## src/rtl/psa_search_engine_pkg.sv

```systemverilog
// Shared types and constants for the PSA pattern-search engine.
// Default widths, FSM state encoding and the mode constants.
package psa_search_engine_pkg;

  localparam int DEF_ADDR_W  = 8;
  localparam int DEF_PADDR_W = 8;
  localparam int DEF_DATA_W  = 8;
  localparam int DEF_CNT_W   = 8;

  localparam logic MODE_FIRST = 1'b0;
  localparam logic MODE_COUNT = 1'b1;

  typedef enum logic [2:0] {
    ST_IDLE,
    ST_CHECK,
    ST_ISSUE,
    ST_WAIT,
    ST_CMP,
    ST_ADV,
    ST_HIT,
    ST_DONE
  } state_e;

  // A new command is only taken when the engine is not walking the block.
  function automatic logic start_allowed(state_e s);
    return (s == ST_IDLE) || (s == ST_HIT) || (s == ST_DONE);
  endfunction

endpackage

```

## src/rtl/psa_search_engine_if.sv

```systemverilog
// Command, status and BRAM read-port bundle of the search engine.
// master = host plus BRAM models, slave = the engine.
interface psa_search_engine_if
  import psa_search_engine_pkg::*;
#(
  parameter int ADDR_W  = DEF_ADDR_W,
  parameter int PADDR_W = DEF_PADDR_W,
  parameter int DATA_W  = DEF_DATA_W,
  parameter int CNT_W   = DEF_CNT_W
);

  logic               start;
  logic               resume;
  logic               mode;
  logic [PADDR_W-1:0] p;
  logic [PADDR_W-1:0] pl;
  logic [ADDR_W-1:0]  b;
  logic [ADDR_W-1:0]  bl;
  logic               wc_en;
  logic [DATA_W-1:0]  wc_val;

  logic [PADDR_W-1:0] addra_p;
  logic [DATA_W-1:0]  douta_p;
  logic [ADDR_W-1:0]  addra;
  logic [DATA_W-1:0]  douta;

  logic               busy;
  logic               hit;
  logic [ADDR_W-1:0]  found;
  logic [CNT_W-1:0]   match_count;
  logic               done;

  modport master (
    output start, resume, mode, p, pl, b, bl, wc_en, wc_val,
    output douta_p, douta,
    input  addra_p, addra,
    input  busy, hit, found, match_count, done
  );

  modport slave (
    input  start, resume, mode, p, pl, b, bl, wc_en, wc_val,
    input  douta_p, douta,
    output addra_p, addra,
    output busy, hit, found, match_count, done
  );

endinterface

```

## src/rtl/psa_search_engine_word_cmp.sv

```systemverilog
// Single-word compare: data equals pattern, or the pattern word is the wildcard.
// Purely combinational.
module psa_search_engine_word_cmp #(
  parameter int DATA_W = 8
) (
  input  logic [DATA_W-1:0] i_dat,
  input  logic [DATA_W-1:0] i_pat,
  input  logic              i_wc_en,
  input  logic [DATA_W-1:0] i_wc_val,
  output logic              o_eq
);

  logic w_exact;
  logic w_wild;

  assign w_exact = (i_dat == i_pat);
  assign w_wild  = i_wc_en && (i_pat == i_wc_val);
  assign o_eq    = w_exact || w_wild;

endmodule

```

## src/rtl/psa_search_engine.sv

```systemverilog
// Naive shift-by-one pattern scan over a data BRAM block; 3 cycles per compared word.
// Modes: stop at each match (resumable) or count all matches to the end of the block.
module psa_search_engine
  import psa_search_engine_pkg::*;
#(
  parameter int ADDR_W  = DEF_ADDR_W,
  parameter int PADDR_W = DEF_PADDR_W,
  parameter int DATA_W  = DEF_DATA_W,
  parameter int CNT_W   = DEF_CNT_W
) (
  input  logic                CLK100MHZ,
  input  logic                reset,
  psa_search_engine_if.slave  bus
);

  localparam int CMP_W = (ADDR_W > PADDR_W) ? ADDR_W : PADDR_W;

  state_e             r_state;
  logic [PADDR_W-1:0] r_p;
  logic [PADDR_W-1:0] r_pl;
  logic [ADDR_W-1:0]  r_b;
  logic [ADDR_W-1:0]  r_bl;
  logic               r_mode;
  logic               r_wc_en;
  logic [DATA_W-1:0]  r_wc_val;

  logic [ADDR_W-1:0]  r_i;
  logic [PADDR_W-1:0] r_j;

  logic [PADDR_W-1:0] r_addra_p;
  logic [ADDR_W-1:0]  r_addra;
  logic               r_busy;
  logic               r_hit;
  logic               r_done;
  logic [ADDR_W-1:0]  r_found;
  logic [CNT_W-1:0]   r_cnt;

  logic w_eq;
  logic w_start_ok;
  logic w_no_scan;
  logic w_last_j;
  logic w_last_i;
  logic w_cnt_full;

  psa_search_engine_word_cmp #(
    .DATA_W (DATA_W)
  ) u_cmp (
    .i_dat    (bus.douta),
    .i_pat    (bus.douta_p),
    .i_wc_en  (r_wc_en),
    .i_wc_val (r_wc_val),
    .o_eq     (w_eq)
  );

  assign w_start_ok = bus.start && start_allowed(r_state);
  // Length compare is done at the wider of the two widths so pl>bl is exact.
  assign w_no_scan  = (r_pl == '0) || (CMP_W'(r_pl) > CMP_W'(r_bl));
  assign w_last_j   = (r_j == (r_pl - PADDR_W'(1)));
  assign w_last_i   = (r_i == (r_bl - ADDR_W'(r_pl)));
  assign w_cnt_full = (r_cnt == {CNT_W{1'b1}});

  always_ff @(posedge CLK100MHZ or posedge reset) begin
    if (reset) begin
      r_state   <= ST_IDLE;
      r_p       <= '0;
      r_pl      <= '0;
      r_b       <= '0;
      r_bl      <= '0;
      r_mode    <= MODE_FIRST;
      r_wc_en   <= 1'b0;
      r_wc_val  <= '0;
      r_i       <= '0;
      r_j       <= '0;
      r_addra_p <= '0;
      r_addra   <= '0;
      r_busy    <= 1'b0;
      r_hit     <= 1'b0;
      r_done    <= 1'b0;
      r_found   <= '0;
      r_cnt     <= '0;
    end else if (w_start_ok) begin
      // start outranks a simultaneous resume
      r_state  <= ST_CHECK;
      r_p      <= bus.p;
      r_pl     <= bus.pl;
      r_b      <= bus.b;
      r_bl     <= bus.bl;
      r_mode   <= bus.mode;
      r_wc_en  <= bus.wc_en;
      r_wc_val <= bus.wc_val;
      r_i      <= '0;
      r_j      <= '0;
      r_busy   <= 1'b1;
      r_hit    <= 1'b0;
      r_done   <= 1'b0;
      r_found  <= '0;
      r_cnt    <= '0;
    end else begin
      case (r_state)
        ST_IDLE: r_state <= ST_IDLE;
        ST_CHECK: begin
          if (w_no_scan) begin
            r_state <= ST_DONE;
            r_done  <= 1'b1;
            r_busy  <= 1'b0;
          end else begin
            r_state <= ST_ISSUE;
          end
        end
        ST_ISSUE: begin
          r_addra_p <= r_p + r_j;
          r_addra   <= r_b + r_i + ADDR_W'(r_j);
          r_state   <= ST_WAIT;
        end
        ST_WAIT: r_state <= ST_CMP;
        ST_CMP: begin
          if (!w_eq) begin
            r_state <= ST_ADV;
          end else if (!w_last_j) begin
            r_j     <= r_j + PADDR_W'(1);
            r_state <= ST_ISSUE;
          end else begin
            r_found <= r_i;
            if (!w_cnt_full) begin
              r_cnt <= r_cnt + CNT_W'(1);
            end
            if (r_mode == MODE_FIRST) begin
              r_state <= ST_HIT;
              r_hit   <= 1'b1;
              r_busy  <= 1'b0;
            end else begin
              r_state <= ST_ADV;
            end
          end
        end
        ST_ADV: begin
          r_j <= '0;
          if (w_last_i) begin
            r_state <= ST_DONE;
            r_done  <= 1'b1;
            r_busy  <= 1'b0;
          end else begin
            r_i     <= r_i + ADDR_W'(1);
            r_state <= ST_ISSUE;
          end
        end
        ST_HIT: begin
          if (bus.resume) begin
            r_state <= ST_ADV;
            r_hit   <= 1'b0;
            r_busy  <= 1'b1;
          end
        end
        ST_DONE: r_state <= ST_DONE;
        default: r_state <= ST_IDLE;
      endcase
    end
  end

  assign bus.addra_p     = r_addra_p;
  assign bus.addra       = r_addra;
  assign bus.busy        = r_busy;
  assign bus.hit         = r_hit;
  assign bus.done        = r_done;
  assign bus.found       = r_found;
  assign bus.match_count = r_cnt;

endmodule

```

## src/flat_wrapper.sv

```systemverilog
// flat-port wrapper written by rule: the top's interface ports become plain ports
module psa_search_engine_flat import psa_search_engine_pkg::*;
#(
  parameter int ADDR_W  = DEF_ADDR_W,
  parameter int PADDR_W = DEF_PADDR_W,
  parameter int DATA_W  = DEF_DATA_W,
  parameter int CNT_W   = DEF_CNT_W
)
  (CLK100MHZ, reset, bus_start, bus_resume, bus_mode, bus_p, bus_pl, bus_b, bus_bl, bus_wc_en, bus_wc_val, bus_douta_p, bus_douta, bus_addra_p, bus_addra, bus_busy, bus_hit, bus_found, bus_match_count, bus_done);
  psa_search_engine_if #(.ADDR_W(ADDR_W), .PADDR_W(PADDR_W), .DATA_W(DATA_W), .CNT_W(CNT_W)) bus_i ();
  input  logic CLK100MHZ;
  input  logic reset;
  input wire logic [$bits(bus_i.start)-1:0] bus_start;
  input wire logic [$bits(bus_i.resume)-1:0] bus_resume;
  input wire logic [$bits(bus_i.mode)-1:0] bus_mode;
  input wire logic [$bits(bus_i.p)-1:0] bus_p;
  input wire logic [$bits(bus_i.pl)-1:0] bus_pl;
  input wire logic [$bits(bus_i.b)-1:0] bus_b;
  input wire logic [$bits(bus_i.bl)-1:0] bus_bl;
  input wire logic [$bits(bus_i.wc_en)-1:0] bus_wc_en;
  input wire logic [$bits(bus_i.wc_val)-1:0] bus_wc_val;
  input wire logic [$bits(bus_i.douta_p)-1:0] bus_douta_p;
  input wire logic [$bits(bus_i.douta)-1:0] bus_douta;
  output wire logic [$bits(bus_i.addra_p)-1:0] bus_addra_p;
  output wire logic [$bits(bus_i.addra)-1:0] bus_addra;
  output wire logic [$bits(bus_i.busy)-1:0] bus_busy;
  output wire logic [$bits(bus_i.hit)-1:0] bus_hit;
  output wire logic [$bits(bus_i.found)-1:0] bus_found;
  output wire logic [$bits(bus_i.match_count)-1:0] bus_match_count;
  output wire logic [$bits(bus_i.done)-1:0] bus_done;
  assign bus_i.start = bus_start;
  assign bus_i.resume = bus_resume;
  assign bus_i.mode = bus_mode;
  assign bus_i.p = bus_p;
  assign bus_i.pl = bus_pl;
  assign bus_i.b = bus_b;
  assign bus_i.bl = bus_bl;
  assign bus_i.wc_en = bus_wc_en;
  assign bus_i.wc_val = bus_wc_val;
  assign bus_i.douta_p = bus_douta_p;
  assign bus_i.douta = bus_douta;
  assign bus_addra_p = bus_i.addra_p;
  assign bus_addra = bus_i.addra;
  assign bus_busy = bus_i.busy;
  assign bus_hit = bus_i.hit;
  assign bus_found = bus_i.found;
  assign bus_match_count = bus_i.match_count;
  assign bus_done = bus_i.done;
  psa_search_engine #(.ADDR_W(ADDR_W), .PADDR_W(PADDR_W), .DATA_W(DATA_W), .CNT_W(CNT_W)) u_core (.CLK100MHZ(CLK100MHZ), .reset(reset), .bus(bus_i));
endmodule
```

## config.mk

```make
export PLATFORM = sky130hd
export DESIGN_NAME = psa_search_engine_flat
export DESIGN_NICKNAME = d
export VERILOG_FILES = /design/src/rtl/psa_search_engine_pkg.sv /design/src/rtl/psa_search_engine_if.sv /design/src/rtl/psa_search_engine_word_cmp.sv /design/src/rtl/psa_search_engine.sv /design/src/flat_wrapper.sv
export SDC_FILE = /design/constraint.sdc
export NUM_CORES = 1
export LEC_CHECK = 0
export BUFFER_PORTS_ARGS = -buffer_cell sky130_fd_sc_hd__buf_2
export CAP_MARGIN = 15
export CORE_ASPECT_RATIO = 0.9
export CORE_MARGIN = 2
export CORE_UTILIZATION = 55
export CTS_BUF_LIST = sky130_fd_sc_hd__clkbuf_16
export CTS_CLUSTER_DIAMETER = 80
export DETAILED_ROUTE_END_ITERATION = 10
export GPL_TIMING_DRIVEN = 1
export PLACE_DENSITY = 0.79
export SYNTH_ARGS = -nofsm -noshare
export SYNTH_HDL_FRONTEND = slang
export SYNTH_SLANG_ARGS = --single-unit
```

## constraint.sdc

```tcl
create_clock -name CLK100MHZ -period 4.2 [get_ports CLK100MHZ]
set_input_delay 0 -clock CLK100MHZ [delete_from_list [all_inputs] [get_ports CLK100MHZ]]
set_output_delay 0 -clock CLK100MHZ [all_outputs]
set_load 0.02 [all_outputs]
```

==> summary.md <==
| Metric | Value |
|---|---|
| Area grow syn2layout | `22.58%` |
| Pre-antenna DRT Iters | `7` |
| Max FO, Critical Path | `11` |
| Metal2 WL | `6.659 mm` |
| Most common cell after layout, fill and taps aside | `nand2_1` |
| Total number of vias | `4931` |
| Met1 Routed Length | `5.851 mm` |
| Final Hold Viols | `0` |
| Setup crit start | `u_core.r_pl[0]` |
| Post-CTS Setup Bufs | `0` |
| Total wire length | `13.52 mm` |
| Root buffer cell | `clkbuf_16` |
| Max-cap check violation count | `0` |
| Overflow after GRT | `0` |
| Commonest non-fill, non-tap cells in the layout | `140 x nand2_1, 96 x buf_2, 96 x dfrtp_1, 55 x o21ai_0, 43 x dlygate4sd3_1` |
| Compound-gate portion of the synthesized area | `14.38%` |
| Mux share of post-synthesis cell area | `1.348%` |
| Die area | `10950 um^2` |
| Post-DP HPWL | `9.484 mm` |
| Leakage | `3.328 nW` |
| Multi-input gate area | `2953 um^2` |
| Share of layout cells above drive strength 1 | `16.67%` |
| Cells after Synth | `619` |
| Post-synth top area share | `43.15%` |
| IO Count | `97` |
| Synth Area in XOR/XNOR | `8.652%` |
| Cells after DPL | `820` |
| Sequential cell area | `2402 um^2` |
| R2r endpoint | `u_core.r_i[7]` |
| Routability Congestion | `0.9744` |
| Synth Area in Adders | `9.213%` |
| Detail Route met3 WL | `812 um` |
| Clk pin slew, worst setup/hold paths | `60 ps` |
| Crit path to | `u_core.r_i[7]` |
| FF-to-FF Start | `u_core.r_pl[0]` |
| Std-Cell Core Area | `9742 um^2` |
| TritonCTS Sinks | `96` |
| Status | `finished, final reports clean` |
| Largest net degree at the start of global routing | `68` |
| Slew margin rel. | `37.88%` |
| Startpoint type of the worst setup path | `register` |
| Ys flop type | `dfrtp_1` |
| Setup_tns | `0 ps` |
| Largest area contributor in the netlist | `dfrtp_1` |
| CP arrival | `3910 ps` |
| Syn nets | `716` |
| Slew Limit Fails | `0` |
| Drt initial violations | `346` |
| Final Non-Filler Cells | `876` |
| Worst EP required | `4390 ps` |
| Unique masters post-synth | `52` |
| Inserted Diodes | `0` |
| Overall Global Routing Usage | `26.66%` |
| RSZ-0062 raised after global routing | `false` |
| DR WL/cell | `15.44 um` |
| CTS H-tree lvls | `3` |
| Final Net Count | `845` |
| PortBufs | `96` |
| Number of buffers created by CTS | `9` |
| Die X | `110.1 um` |
| Hold Crit Class | `in -> reg` |
| Number of synthesized flops with an enable pin | `0` |
| Yosys reg bits | `96` |
| Syn. warnings | `0` |
| Syn avg cell area | `8.995 um^2` |
| Fraction of registers with async set/reset | `100.0%` |
| Vias in the first global route | `5023` |
| Critical Path Sink Type | `register` |
| Number of routed nets with antenna violations | `0` |
| Row cnt | `34` |
| CP Class | `reg -> reg` |
| Worst Reg-to-Reg Cells | `10` |
| Clock Latency Late Sink | `340 ps` |
| Fin Hold WS | `106.6 ps` |
| Number of antenna violations at the first check in global routing | `0` |
| Vias per std cell | `5.629` |
| Register area share after synthesis | `43.15%` |
| DRC | `0` |
| Die Span Y | `99.45 um` |
| CTS tree | `built` |
| Min Tclk post-route | `3718 ps` |
| FMAX | `269.0 MHz` |
| Final period util | `88.51%` |
| Max layer used | `met4` |
| Simple-gate portion of the synthesized area | `19.21%` |
| Final setup vio count | `0` |
| Peak VDD IR | `0.0005934 V` |
| Largest family of logic cells by synthesized area | `simple AND/OR/NAND/NOR gates` |
| Fillers | `765` |
| Worst-Margin Slew | `929.6 ps` |
| Layout Utilization | `70.06%` |
| Final Skew | `5.684 ps` |
| Synth area leaders | `dfrtp_1 43%, nand2_1 9.4%, xnor2_1 6.0%, ha_1 5.6%, o21ai_0 5.0%` |
| Worst R2R Setup Slack | `480 ps` |
| Initial core utilization | `57.15%` |
| Pwr/cell area | `672.7 nW/um^2` |
| First-pass GRT wire length | `23.03 mm` |
| Clock buffer depth | `2` |
| Post-Syn Area | `5568 um^2` |
## worst min path at each step
stage / start / endpoint / slack [ps] / cells after the start
6_report: bus_resume / u_core.r_state[1] / 110 / 4
5_1_grt: bus_resume / u_core.r_state[1] / 120 / 4
4_1_cts: bus_resume / u_core.r_state[1] / 80 / 4
3_5_place_dp: reset / u_core.bus.addra_p[1] / 180 / 2
3_3_place_gp: reset / u_core.bus.addra_p[1] / 180 / 2
2_1_floorplan: bus_b[1] / u_core.r_b[1] / 110 / 2
## cell type report
type	count	area share [%]
multi-input combinational	464	43.26
sequential	96	35.20
timing repair buffer	143	13.79
clock buffer	9	3.300
tap	126	2.310
inverter	34	1.907
clock inverter	4	0.2383
## power breakdown
group	internal (mW)	total, mW	leakage [nW]	switching, mW
Sequential	1.25	1.58	1.24	0.331
Combinational	0.959	2.31	1.97	1.35
Clock	0.384	0.701	0.123	0.317
## state kept, by name, summed over array words and instances, names as in the netlist
name                    count
u_core.r_bl                 8
u_core.r_state              3
u_core.r_wc_en              1
u_core.bus.addra            8
u_core.bus.busy             1
u_core.r_pl                 8
u_core.r_i                  8
u_core.bus.hit              1
u_core.r_wc_val             8
u_core.r_j                  8
u_core.bus.addra_p          8
u_core.bus.done             1
u_core.r_mode               1
u_core.r_b                  8
u_core.bus.found            8
u_core.r_p                  8
u_core.bus.match_count      8
## what timing repair did
action / 4_1_cts / 5_1_grt
resized for setup: 0 / 0
hold buffers: 43 / 0
hold endpoints to repair: 101 / 0
## routing by layer
| layer | vias up | global-route usage (%) |
|---|---|---|
| li1 | 2377 | - |
| met1 | 2351 | 34.49 |
| met2 | 182 | 44.64 |
| met3 | 21 | 5.505 |
| met4 | 0 | 8.666 |
| met5 | - | 0 |
## cell usage after synthesis (10+ instances only)
master    number
a21oi_1       25
fa_1          10
xor2_1        17
o21ai_0       56
nor2_1        22
or3_1         11
nand2_1      140
clkbuf_1      24
xnor2_1       38
nand3_1       20
ha_1          25
dfrtp_1       96
inv_1         34
## worst max-delay path, stage by stage, from the launching register on
cell and delay [ps]:
dfrtp_1 420, ha_1 200, inv_1 70, fa_1 400, a211oi_1 430, nor2_1 140
a41o_1 260, o32ai_1 630, nor2_1 340, o311ai_0 490, o41ai_1 160
## cell families (layout without fill, tap and decap cells)
group           count (synthesis)  in the layout
fa+ha+maj                      35             35
buf+inv                        59            190
flops                          96             96
compound gates                130            130
simple gates                  237            237
xor+xnor                       55             55
mux                             7              7
## metrics by stage
step           area [um^2]  setup WS [ps]  power (mW)
2_1_floorplan         5568           1008       3.247
3_3_place_gp          6153          786.3       3.723
3_5_place_dp          6153          682.2       3.847
4_1_cts               6825          601.1       4.596
5_1_grt               6825          237.6       4.983
6_report              6825          482.4       4.592
Note: power is estimated with default switching activity, not from simulation.
